<file path="src/rtl/mem_copy_dma_pkg.sv">
// mem_copy_dma_pkg: shared state encoding, default widths and memory strobe values for the copy engine.
package mem_copy_dma_pkg;
    localparam int ADDR_W_DEF = 8;
    localparam int DATA_W_DEF = 8;
    localparam logic MEM_READ = 1'b0;
    localparam logic MEM_WRITE = 1'b1;
    typedef enum logic [1:0] {IDLE, READ, WRITE, DONE} state_e;
endpackage

</file>
<file path="src/rtl/mem_copy_dma_if.sv">
// mem_copy_dma_if: request, CPU-side and DataMem-side signals of the copy engine; checksum present with MEM_COPY_DMA_CHECKSUM_EN.
interface mem_copy_dma_if import mem_copy_dma_pkg::*; #(
    parameter int ADDR_W = ADDR_W_DEF,
    parameter int DATA_W = DATA_W_DEF
);
    logic              start;
    logic [ADDR_W-1:0] srcAddr;
    logic [ADDR_W-1:0] dstAddr;
    logic [ADDR_W-1:0] len;
    logic [ADDR_W-1:0] cpuAddr;
    logic [DATA_W-1:0] cpuDataIn;
    logic              cpuMemOp;
    logic [DATA_W-1:0] memDataOut;
    logic [ADDR_W-1:0] memAddr;
    logic [DATA_W-1:0] memDataIn;
    logic              memOp;
    logic              busy;
    logic              done;
    logic [ADDR_W-1:0] count;
`ifdef MEM_COPY_DMA_CHECKSUM_EN
    logic [DATA_W-1:0] checksum;
    modport master (
        input  start, srcAddr, dstAddr, len, cpuAddr, cpuDataIn, cpuMemOp, memDataOut,
        output memAddr, memDataIn, memOp, busy, done, count, checksum
    );
    modport slave (
        output start, srcAddr, dstAddr, len, cpuAddr, cpuDataIn, cpuMemOp, memDataOut,
        input  memAddr, memDataIn, memOp, busy, done, count, checksum
    );
`else
    modport master (
        input  start, srcAddr, dstAddr, len, cpuAddr, cpuDataIn, cpuMemOp, memDataOut,
        output memAddr, memDataIn, memOp, busy, done, count
    );
    modport slave (
        output start, srcAddr, dstAddr, len, cpuAddr, cpuDataIn, cpuMemOp, memDataOut,
        input  memAddr, memDataIn, memOp, busy, done, count
    );
`endif
endinterface

</file>
<file path="src/rtl/mem_copy_dma_mem_port_mux.sv">
// mem_port_mux: hands the DataMem port to the copy engine while busy, otherwise to the CPU.
module mem_port_mux #(
    parameter int ADDR_W = 8,
    parameter int DATA_W = 8
) (
    input  logic              busy_i,
    input  logic [ADDR_W-1:0] cpu_addr_i,
    input  logic [DATA_W-1:0] cpu_data_i,
    input  logic              cpu_op_i,
    input  logic [ADDR_W-1:0] eng_addr_i,
    input  logic [DATA_W-1:0] eng_data_i,
    input  logic              eng_op_i,
    output logic [ADDR_W-1:0] mem_addr_o,
    output logic [DATA_W-1:0] mem_data_o,
    output logic              mem_op_o
);
    always_comb begin
        mem_addr_o = busy_i ? eng_addr_i : cpu_addr_i;
        mem_data_o = busy_i ? eng_data_i : cpu_data_i;
        mem_op_o   = busy_i ? eng_op_i : cpu_op_i;
    end
endmodule

</file>
<file path="src/rtl/mem_copy_dma.sv">
// mem_copy_dma: byte-at-a-time memory copy engine in front of DataMem; MEM_COPY_DMA_CHECKSUM_EN adds a running byte checksum.
module mem_copy_dma import mem_copy_dma_pkg::*; #(
    parameter int ADDR_W = ADDR_W_DEF,
    parameter int DATA_W = DATA_W_DEF
) (
    input  logic CLK,
    input  logic RST_N,
    mem_copy_dma_if.master bus
);
    state_e            state_q, state_d;
    logic [ADDR_W-1:0] src_q, src_d;
    logic [ADDR_W-1:0] dst_q, dst_d;
    logic [ADDR_W-1:0] len_q, len_d;
    logic [ADDR_W-1:0] count_q, count_d;
    logic [DATA_W-1:0] buf_q, buf_d;
    logic [ADDR_W-1:0] count_inc;
    logic              accept;
    logic [ADDR_W-1:0] eng_addr;
    logic [DATA_W-1:0] eng_data;
    logic              eng_op;
    always_ff @(posedge CLK) begin
        if (!RST_N) begin
            state_q <= IDLE;
            src_q   <= '0;
            dst_q   <= '0;
            len_q   <= '0;
            count_q <= '0;
            buf_q   <= '0;
        end else begin
            state_q <= state_d;
            src_q   <= src_d;
            dst_q   <= dst_d;
            len_q   <= len_d;
            count_q <= count_d;
            buf_q   <= buf_d;
        end
    end
    assign count_inc = count_q + ADDR_W'(1);
    assign accept    = (state_q == IDLE) && bus.start;
    always_comb begin
        state_d = state_q;
        src_d   = src_q;
        dst_d   = dst_q;
        len_d   = len_q;
        count_d = count_q;
        buf_d   = buf_q;
        case (state_q)
            IDLE: if (bus.start) begin
                src_d   = bus.srcAddr;
                dst_d   = bus.dstAddr;
                len_d   = bus.len;
                count_d = '0;
                state_d = (bus.len != '0) ? READ : DONE;
            end
            READ: begin
                buf_d   = bus.memDataOut;
                state_d = WRITE;
            end
            WRITE: begin
                count_d = count_inc;
                state_d = (count_inc == len_q) ? DONE : READ;
            end
            default: state_d = IDLE;
        endcase
    end
    // Source and destination share the running count as their offset, so overlap propagates forward.
    always_comb begin
        eng_addr = ((state_q == WRITE) ? dst_q : src_q) + count_q;
        eng_data = (state_q == WRITE) ? buf_q : '0;
        eng_op   = (state_q == WRITE) ? MEM_WRITE : MEM_READ;
    end
    assign bus.busy  = state_q != IDLE;
    assign bus.done  = state_q == DONE;
    assign bus.count = count_q;
    mem_port_mux #(.ADDR_W(ADDR_W), .DATA_W(DATA_W)) u_mux (
        .busy_i     (bus.busy),
        .cpu_addr_i (bus.cpuAddr),
        .cpu_data_i (bus.cpuDataIn),
        .cpu_op_i   (bus.cpuMemOp),
        .eng_addr_i (eng_addr),
        .eng_data_i (eng_data),
        .eng_op_i   (eng_op),
        .mem_addr_o (bus.memAddr),
        .mem_data_o (bus.memDataIn),
        .mem_op_o   (bus.memOp)
    );
`ifdef MEM_COPY_DMA_CHECKSUM_EN
    logic [DATA_W-1:0] chk_q, chk_d;
    always_comb chk_d = accept ? '0 : (state_q == WRITE) ? chk_q + buf_q : chk_q;
    always_ff @(posedge CLK) begin
        if (!RST_N) chk_q <= '0;
        else chk_q <= chk_d;
    end
    assign bus.checksum = chk_q;
`else
    logic unused_accept;
    assign unused_accept = accept;
`endif
endmodule

</file>
<file path="src/flat_wrapper.sv">
// flat-port wrapper written by rule: the top's interface ports become plain ports
module mem_copy_dma_flat import mem_copy_dma_pkg::*;
#(
    parameter int ADDR_W = ADDR_W_DEF,
    parameter int DATA_W = DATA_W_DEF
)
  (CLK, RST_N, bus_start, bus_srcAddr, bus_dstAddr, bus_len, bus_cpuAddr, bus_cpuDataIn, bus_cpuMemOp, bus_memDataOut, bus_memAddr, bus_memDataIn, bus_memOp, bus_busy, bus_done, bus_count);
  mem_copy_dma_if #(.ADDR_W(ADDR_W), .DATA_W(DATA_W)) bus_i ();
  input  logic CLK;
  input  logic RST_N;
  input wire logic [$bits(bus_i.start)-1:0] bus_start;
  input wire logic [$bits(bus_i.srcAddr)-1:0] bus_srcAddr;
  input wire logic [$bits(bus_i.dstAddr)-1:0] bus_dstAddr;
  input wire logic [$bits(bus_i.len)-1:0] bus_len;
  input wire logic [$bits(bus_i.cpuAddr)-1:0] bus_cpuAddr;
  input wire logic [$bits(bus_i.cpuDataIn)-1:0] bus_cpuDataIn;
  input wire logic [$bits(bus_i.cpuMemOp)-1:0] bus_cpuMemOp;
  input wire logic [$bits(bus_i.memDataOut)-1:0] bus_memDataOut;
  output wire logic [$bits(bus_i.memAddr)-1:0] bus_memAddr;
  output wire logic [$bits(bus_i.memDataIn)-1:0] bus_memDataIn;
  output wire logic [$bits(bus_i.memOp)-1:0] bus_memOp;
  output wire logic [$bits(bus_i.busy)-1:0] bus_busy;
  output wire logic [$bits(bus_i.done)-1:0] bus_done;
  output wire logic [$bits(bus_i.count)-1:0] bus_count;
  assign bus_i.start = bus_start;
  assign bus_i.srcAddr = bus_srcAddr;
  assign bus_i.dstAddr = bus_dstAddr;
  assign bus_i.len = bus_len;
  assign bus_i.cpuAddr = bus_cpuAddr;
  assign bus_i.cpuDataIn = bus_cpuDataIn;
  assign bus_i.cpuMemOp = bus_cpuMemOp;
  assign bus_i.memDataOut = bus_memDataOut;
  assign bus_memAddr = bus_i.memAddr;
  assign bus_memDataIn = bus_i.memDataIn;
  assign bus_memOp = bus_i.memOp;
  assign bus_busy = bus_i.busy;
  assign bus_done = bus_i.done;
  assign bus_count = bus_i.count;
  mem_copy_dma #(.ADDR_W(ADDR_W), .DATA_W(DATA_W)) u_core (.CLK(CLK), .RST_N(RST_N), .bus(bus_i));
endmodule
</file>
<file path="config.mk">
export PLATFORM = sky130hd
export DESIGN_NAME = mem_copy_dma_flat
export DESIGN_NICKNAME = d
export VERILOG_FILES = /design/src/rtl/mem_copy_dma_pkg.sv /design/src/rtl/mem_copy_dma_if.sv /design/src/rtl/mem_copy_dma_mem_port_mux.sv /design/src/rtl/mem_copy_dma.sv /design/src/flat_wrapper.sv
export SDC_FILE = /design/constraint.sdc
export NUM_CORES = 1
export LEC_CHECK = 0
export BUFFER_PORTS_ARGS = -buffer_cell sky130_fd_sc_hd__buf_2
export CORE_MARGIN = 2
export CORE_UTILIZATION = 45
export CTS_BUF_LIST = sky130_fd_sc_hd__clkbuf_16
export CTS_CLUSTER_SIZE = 12
export DETAILED_ROUTE_END_ITERATION = 16
export PLACE_DENSITY = 0.75
export SYNTH_ARGS = -nofsm -noshare
export SYNTH_HDL_FRONTEND = slang
export SYNTH_HIERARCHICAL = 1
export SYNTH_SLANG_ARGS = --single-unit
</file>
<file path="constraint.sdc">
create_clock -name CLK -period 2.99 [get_ports CLK]
set_input_delay 0.1495 -clock CLK [delete_from_list [all_inputs] [get_ports CLK]]
set_output_delay 0.1495 -clock CLK [all_outputs]
set_load 0.05 [all_outputs]
</file>
Word level (Yosys, flattened, before mapping) --
Index checks and enable logic that the tools add are counted.
Storage, ports and cells: input port bits 52, word-level logic and storage cells 31, bits in registers 42
Cells by class: eq/ne operators 5, mux-type cells 12, add/subtract/negate cells 2, reductions and logical operators 6
Operator list (number):
- $mux W8 | 5
- $pmux W8 S2 | 1
- $add A8 B1 Y8 const B | 1
- $add A8 B8 Y8 | 1
- $eq A8 B8 Y1 | 1
- $reduce_bool A8 Y1 | 1
- $mux W2 | 3
- $pmux W2 S3 | 1
- $eq A2 B2 Y1 const B | 2
- $reduce_and A2 Y1 | 2
- $reduce_bool A2 Y1 | 2
- $eq A2 B1 Y1 const B | 1
- $logic_not A2 Y1 | 1
- $mux W1 | 2
- $ne A2 B2 Y1 const B | 1

Logic depth before layout (Yosys ltp) --
word-level depth 4, depth in mapped cells 11, depth with buffers taken out 10

Modules after synthesis --
Netlist, hierarchy kept.
Modules (own cells, without submodules):
- mem_copy_dma | area each 2264.7 sq um, seq. area each 840.8 sq um, instances 1, cells an instance 271
- mem_port_mux | area each 260.2 sq um, seq. area each 0.0 sq um, instances 1, cells an instance 19

Worst setup path before layout --
OpenSTA, ideal clock, no wires.
kind register to output, start point register u_core.state_q[1], end point output port bus_memAddr[6], required time 2.841 ns, setup slack 0.181 ns, buffers on the path 1, stages on the path, launching flop included 12, data arrival time 2.660 ns, cell sequence dfxtp_1 nor2b_1 buf_2 mux2_2 ha_1 fa_1 a21o_1 a21oi_1 o21bai_1 a21oi_1 xnor2_1 mux2_4
On the way: cells in the longest elaborated chain, start to end 4, elaborated cells between the ends (all ways) 5
RTL lines:
- start: declaration | line mem_copy_dma.sv:10 | state_e state_q, state_d;
- start signal: assignment | line mem_copy_dma.sv:30 | state_q <= state_d;
- $eq A2 B2 Y1 | line mem_copy_dma.sv:68 | eng_addr = ((state_q == WRITE) ? dst_q : src_q) + count_q;
- $mux W8 | line mem_copy_dma.sv:68
- $add A8 B8 Y8 | line mem_copy_dma.sv:68
- net u_core.eng_addr[6] | line mem_copy_dma.sv:18 | logic [ADDR_W-1:0] eng_addr;
- $mux W8 | line mem_copy_dma_mem_port_mux.sv:18 | mem_addr_o = busy_i ? eng_addr_i : cpu_addr_i;
- end: declaration | line flat_wrapper.sv:19 | output wire logic [$bits(bus_i.memAddr)-1:0] bus_memAddr;
The timed path passes the listed nets, and every way through them passes these cells.

Worst setup path in the final report --
Same ends and word-level chain as after synthesis.

==> run_results.csv <==
group,metric,value,unit
synthesis,synth_top_area_share,33.3,%
timing,fin_tns_setup,-0.0250,ns
timing,worst_pin_slew,0.900,ns
worst_hold_path,hold_path_end,"u_core/src_q[6]",
critical_path,worstSetupStartpointType,"flop",
critical_path,r2r_cells,6,
critical_path,reg2reg_to,"u_core/bus.count[6]",
clock_tree,max-clock-path-buffers,2,
critical_path,reg2reg_slack,1.00,ns
die,die_w,78.9,um
power_and_ir_drop,power_density,491,nW/um^2
global_route,met1_usage,24.5,%
global_route,antenna_found_initial,0,
placement,place.gp.congestion,0.881,
worst_hold_path,hp-start,"bus_srcAddr[6]",
synthesis,yosysSeqAreaShare,33.3,%
synthesis,synth_edf_count,0,
detailed_routing,drc,0,
worst_hold_path,hold_depth,3,
timing,whs,0.108,ns
critical_path,crit_path_cell_trace,"nor2b_4 -> mux2_2 -> ha_4 -> fa_2 -> a21o_1 -> a21oi_2 -> o21bai_1 -> a21oi_1 -> xnor2_1 -> mux2_4 -> buf_6",
final_layout,drive_above_1_share,36.8,%
die,ios,79,
power_and_ir_drop,power.share.clock,37.5,%
final_layout,area_growth,29.3,%
power_and_ir_drop,combPwrFrac,24.4,%
clock_tree,cts_tree,"built",
power_and_ir_drop,swShare,29.2,%
clock_tree,htree_num_levels,2,
die,die-height,78.9,um
clock_tree,root_buffer,"clkbuf_16",
critical_path,required,2.84,ns
detailed_routing,drtAntennaViolNets,0,
detailed_routing,drt_iter0_markers,130,
synthesis,synth_area_per_cell,8.71,sq um
critical_path,timing.rr.start,"u_core/bus.count[1]",
synthesis,synth_flop_cell,"dfxtp_1",
power_and_ir_drop,seqPwrFrac,38.1,%
detailed_routing,routed_wirelength,6200,um
timing,slew_headroom,40.0,%
die,row_count,27,
power_and_ir_drop,leakage,1.45,nW
final_layout,layout.nets,427,
critical_path,critical_path_arrival,2.87,ns
placement,dp_hpwl,4290,um
timing,timing.final.ws_setup,-0.0250,ns
global_route,grt_pass1_vias,2208,
critical_path,cp_num_buf_inv,1,
timing,min_period,3.01,ns
synthesis,netlist_top_cells_area,"dfxtp_1 33%, nand2_1 10%, a21boi_0 9.5%, mux2_2 8.0%, mux2_4 5.9%",
power_and_ir_drop,ir_worst_vdd,0.239,mV
clock_tree,clkTransAtPathRegs,0.06,ns
timing,timing.final.hold_violations,0,
outcome,outcome,"complete, but fails checks",
critical_path,end_kind,"output port",
clock_tree,clk_latency,0.29,ns
synthesis,syn_area,2520,sq um
detailed_routing,vias,2262,
final_layout,fillers,501,
global_route,grt_use_total,20.0,%
timing,setup_viol,1,
detailed_routing,post_drt_wl_per_cell,14.1,um
timing,final_max_slew_viol_count,0,
synthesis,ys.warnings.count,6,
critical_path,cpPeakStageDelay,0.38,ns
clock_tree,cts_made_buffers,5,
power_and_ir_drop,total_power,1.60,mW
global_route,met3_usage,4.66,%
outcome,violations,"setup timing",
timing,rsz0062_at_grt,"true",
critical_path,crit_family,"multiplexers",
critical_path,crit_fanout,3,
placement,pre_cts_slack,0.0262,ns
synthesis,netlist.top_cell.by_area,"dfxtp_1",
die,die-area,6230,sq um
final_layout,final_area,3260,sq um
timing,fin_worst_skew,0.00466,ns
power_and_ir_drop,intPower,1.14,mW
global_route,grt_pass1_wl,9870,um
timing,fin_crit_sh,101,%
synthesis,synth_cell_type_count,38,
synthesis,synth-seq-cells,42,
detailed_routing,vias_per_cell,5.15,
job,max_cap_violations,0,
critical_path,timing_worst_setup_path_type,"flop to output port",
final_layout,antenna_cells,0,
synthesis,synthesis.nets,351,
global_route,grt-busiest-layer,"met2",
synthesis,syn_inst,290,
die,core,5470,sq um
worst_hold_path,hp-class,"input port to flop",
die,initial_core_util,46.1,%
critical_path,slowest_stage,"mux2_2",
clock_tree,cts.sinks,42,
synthesis,async_flop_share,0,%
power_and_ir_drop,power_switching,468,uW
global_route,grt_util_met2,33.7,%
global_route,grt_max_degree,42,
detailed_routing,dr.pass1.iters,5,
global_route,grt-ovfl-total,0,
placement,placed_area,2970,sq um
placement,portBuffers,78,
timing,max_freq,332,MHz
logic make-up after synthesis:
family                     synth area share (%)
AOI/OAI and AO/OA                          15.6
xor gates and xnor gates                   6.94
adders and majority gates                  4.76
buffers and inverters                      3.91
DFF                                        33.3
muxes                                      14.8
and+or+nand+nor                            20.8
flip-flops by register name, summed over array words and instances (netlist names):
register,cells
u_core/dst_q,8
u_core/len_q,8
u_core/buf_q,8
u_core/bus.count,8
u_core/src_q,8
u_core/state_q,2
what timing repair did:
action                                  4_1_cts  5_1_grt
pin swaps                                     0        5
hold buffers                                  0        0
buffers inserted                              1        0
endpoints found under the setup margin        4        3
gates cloned                                  0        0
gates resized for setup                       7       16
power groups by stage:
stage          Combinational [mW]  Sequential (mW)  Clock [mW]
3_3_place_gp                0.365            0.621           0
3_5_place_dp                0.371            0.621           0
5_1_grt                     0.420            0.615       0.635
2_1_floorplan               0.286            0.619           0
4_1_cts                     0.377            0.609       0.612
6_report                    0.391            0.611       0.602
metrics by stage:
| step | util (%) | std cells |
|---|---|---|
| 2_1_floorplan | - | 290 |
| 3_3_place_gp | 54.2 | 430 |
| 3_5_place_dp | 54.2 | 430 |
| 4_1_cts | 57.9 | 439 |
| 5_1_grt | 59.6 | 439 |
| 6_report | 59.6 | 439 |
cell type report:
type                    count  area, sq um  area share (%)
flip-flops and latches     42          842            25.8
well taps                  72         90.1            2.76
clock inverters             3         41.3            1.26
repair buffers             86          470            14.4
multi-input cells         229         1690            51.7
clock buffers               5          125            3.83
inverters                   2         7.51           0.230
cell usage in the layout (no fill, tap or decap), types with 2 or more instances in the layout:
| cell type | synthesis | layout |
|---|---|---|
| ha_1 | 8 | 3 |
| a21oi_2 | 0 | 2 |
| mux2i_1 | 2 | 2 |
| nand3_1 | 4 | 4 |
| nor2_1 | 15 | 15 |
| and2_1 | 10 | 10 |
| buf_2 | 3 | 76 |
| o21bai_1 | 2 | 2 |
| a21o_1 | 2 | 2 |
| dfxtp_1 | 42 | 41 |
| a21boi_0 | 32 | 32 |
| nor3_1 | 4 | 4 |
| nand2_1 | 67 | 67 |
| inv_1 | 2 | 3 |
| clkbuf_16 | 0 | 5 |
| xor2_1 | 6 | 6 |
| buf_4 | 0 | 7 |
| xnor2_1 | 14 | 14 |
| ha_4 | 0 | 5 |
| mux2_4 | 10 | 14 |
| nor2b_1 | 11 | 10 |
| a22oi_1 | 7 | 7 |
| buf_6 | 1 | 2 |
| mux2_2 | 18 | 14 |
cells in the mapped netlist (all sizes together), types with 2 or more instances:
cell type / instances
nand3: 4
buf: 6
nor2b: 11
nor4: 2
mux2i: 2
ha: 8
xor2: 6
a21o: 3
nor2: 15
xnor2: 14
nand2: 67
dfxtp: 42
o21bai: 2
a21oi: 3
a22oi: 7
nor3: 4
and2: 11
inv: 2
clkbuf: 11
mux2: 28
a21boi: 32
worst register-to-register path, stage by stage (launching register included):
cell and delay, ns:
dfxtp_1 0.55, ha_1 0.29, nand3_1 0.19, nor2_1 0.29, mux2_2 0.37, a22oi_1 0.14
nor2b_1 0.06
per-layer routing:
metal  up-vias  part of all wire, %
met5         -                    0
met3         7                  7.4
met4         0                  1.4
met2        84                   48
met1      1041                   43
li1       1130                    -
worst max-delay path by stage:
stage | cells after the start | start | slack [ns] | to
final | 11 | u_core/state_q[1] | -0.02 | bus_memAddr[6]
after detailed placement | 11 | u_core/state_q[1] | 0.03 | bus_memAddr[6]
after CTS | 12 | u_core/state_q[1] | -0.003 | bus_memAddr[7]
after global routing | 11 | u_core/state_q[1] | -0.08 | bus_memAddr[6]
after global placement | 11 | u_core/state_q[1] | 0.09 | bus_memAddr[6]
after floorplan | 11 | u_core/state_q[1] | 0.18 | bus_memAddr[6]
(Power assumes the default switching activity.)
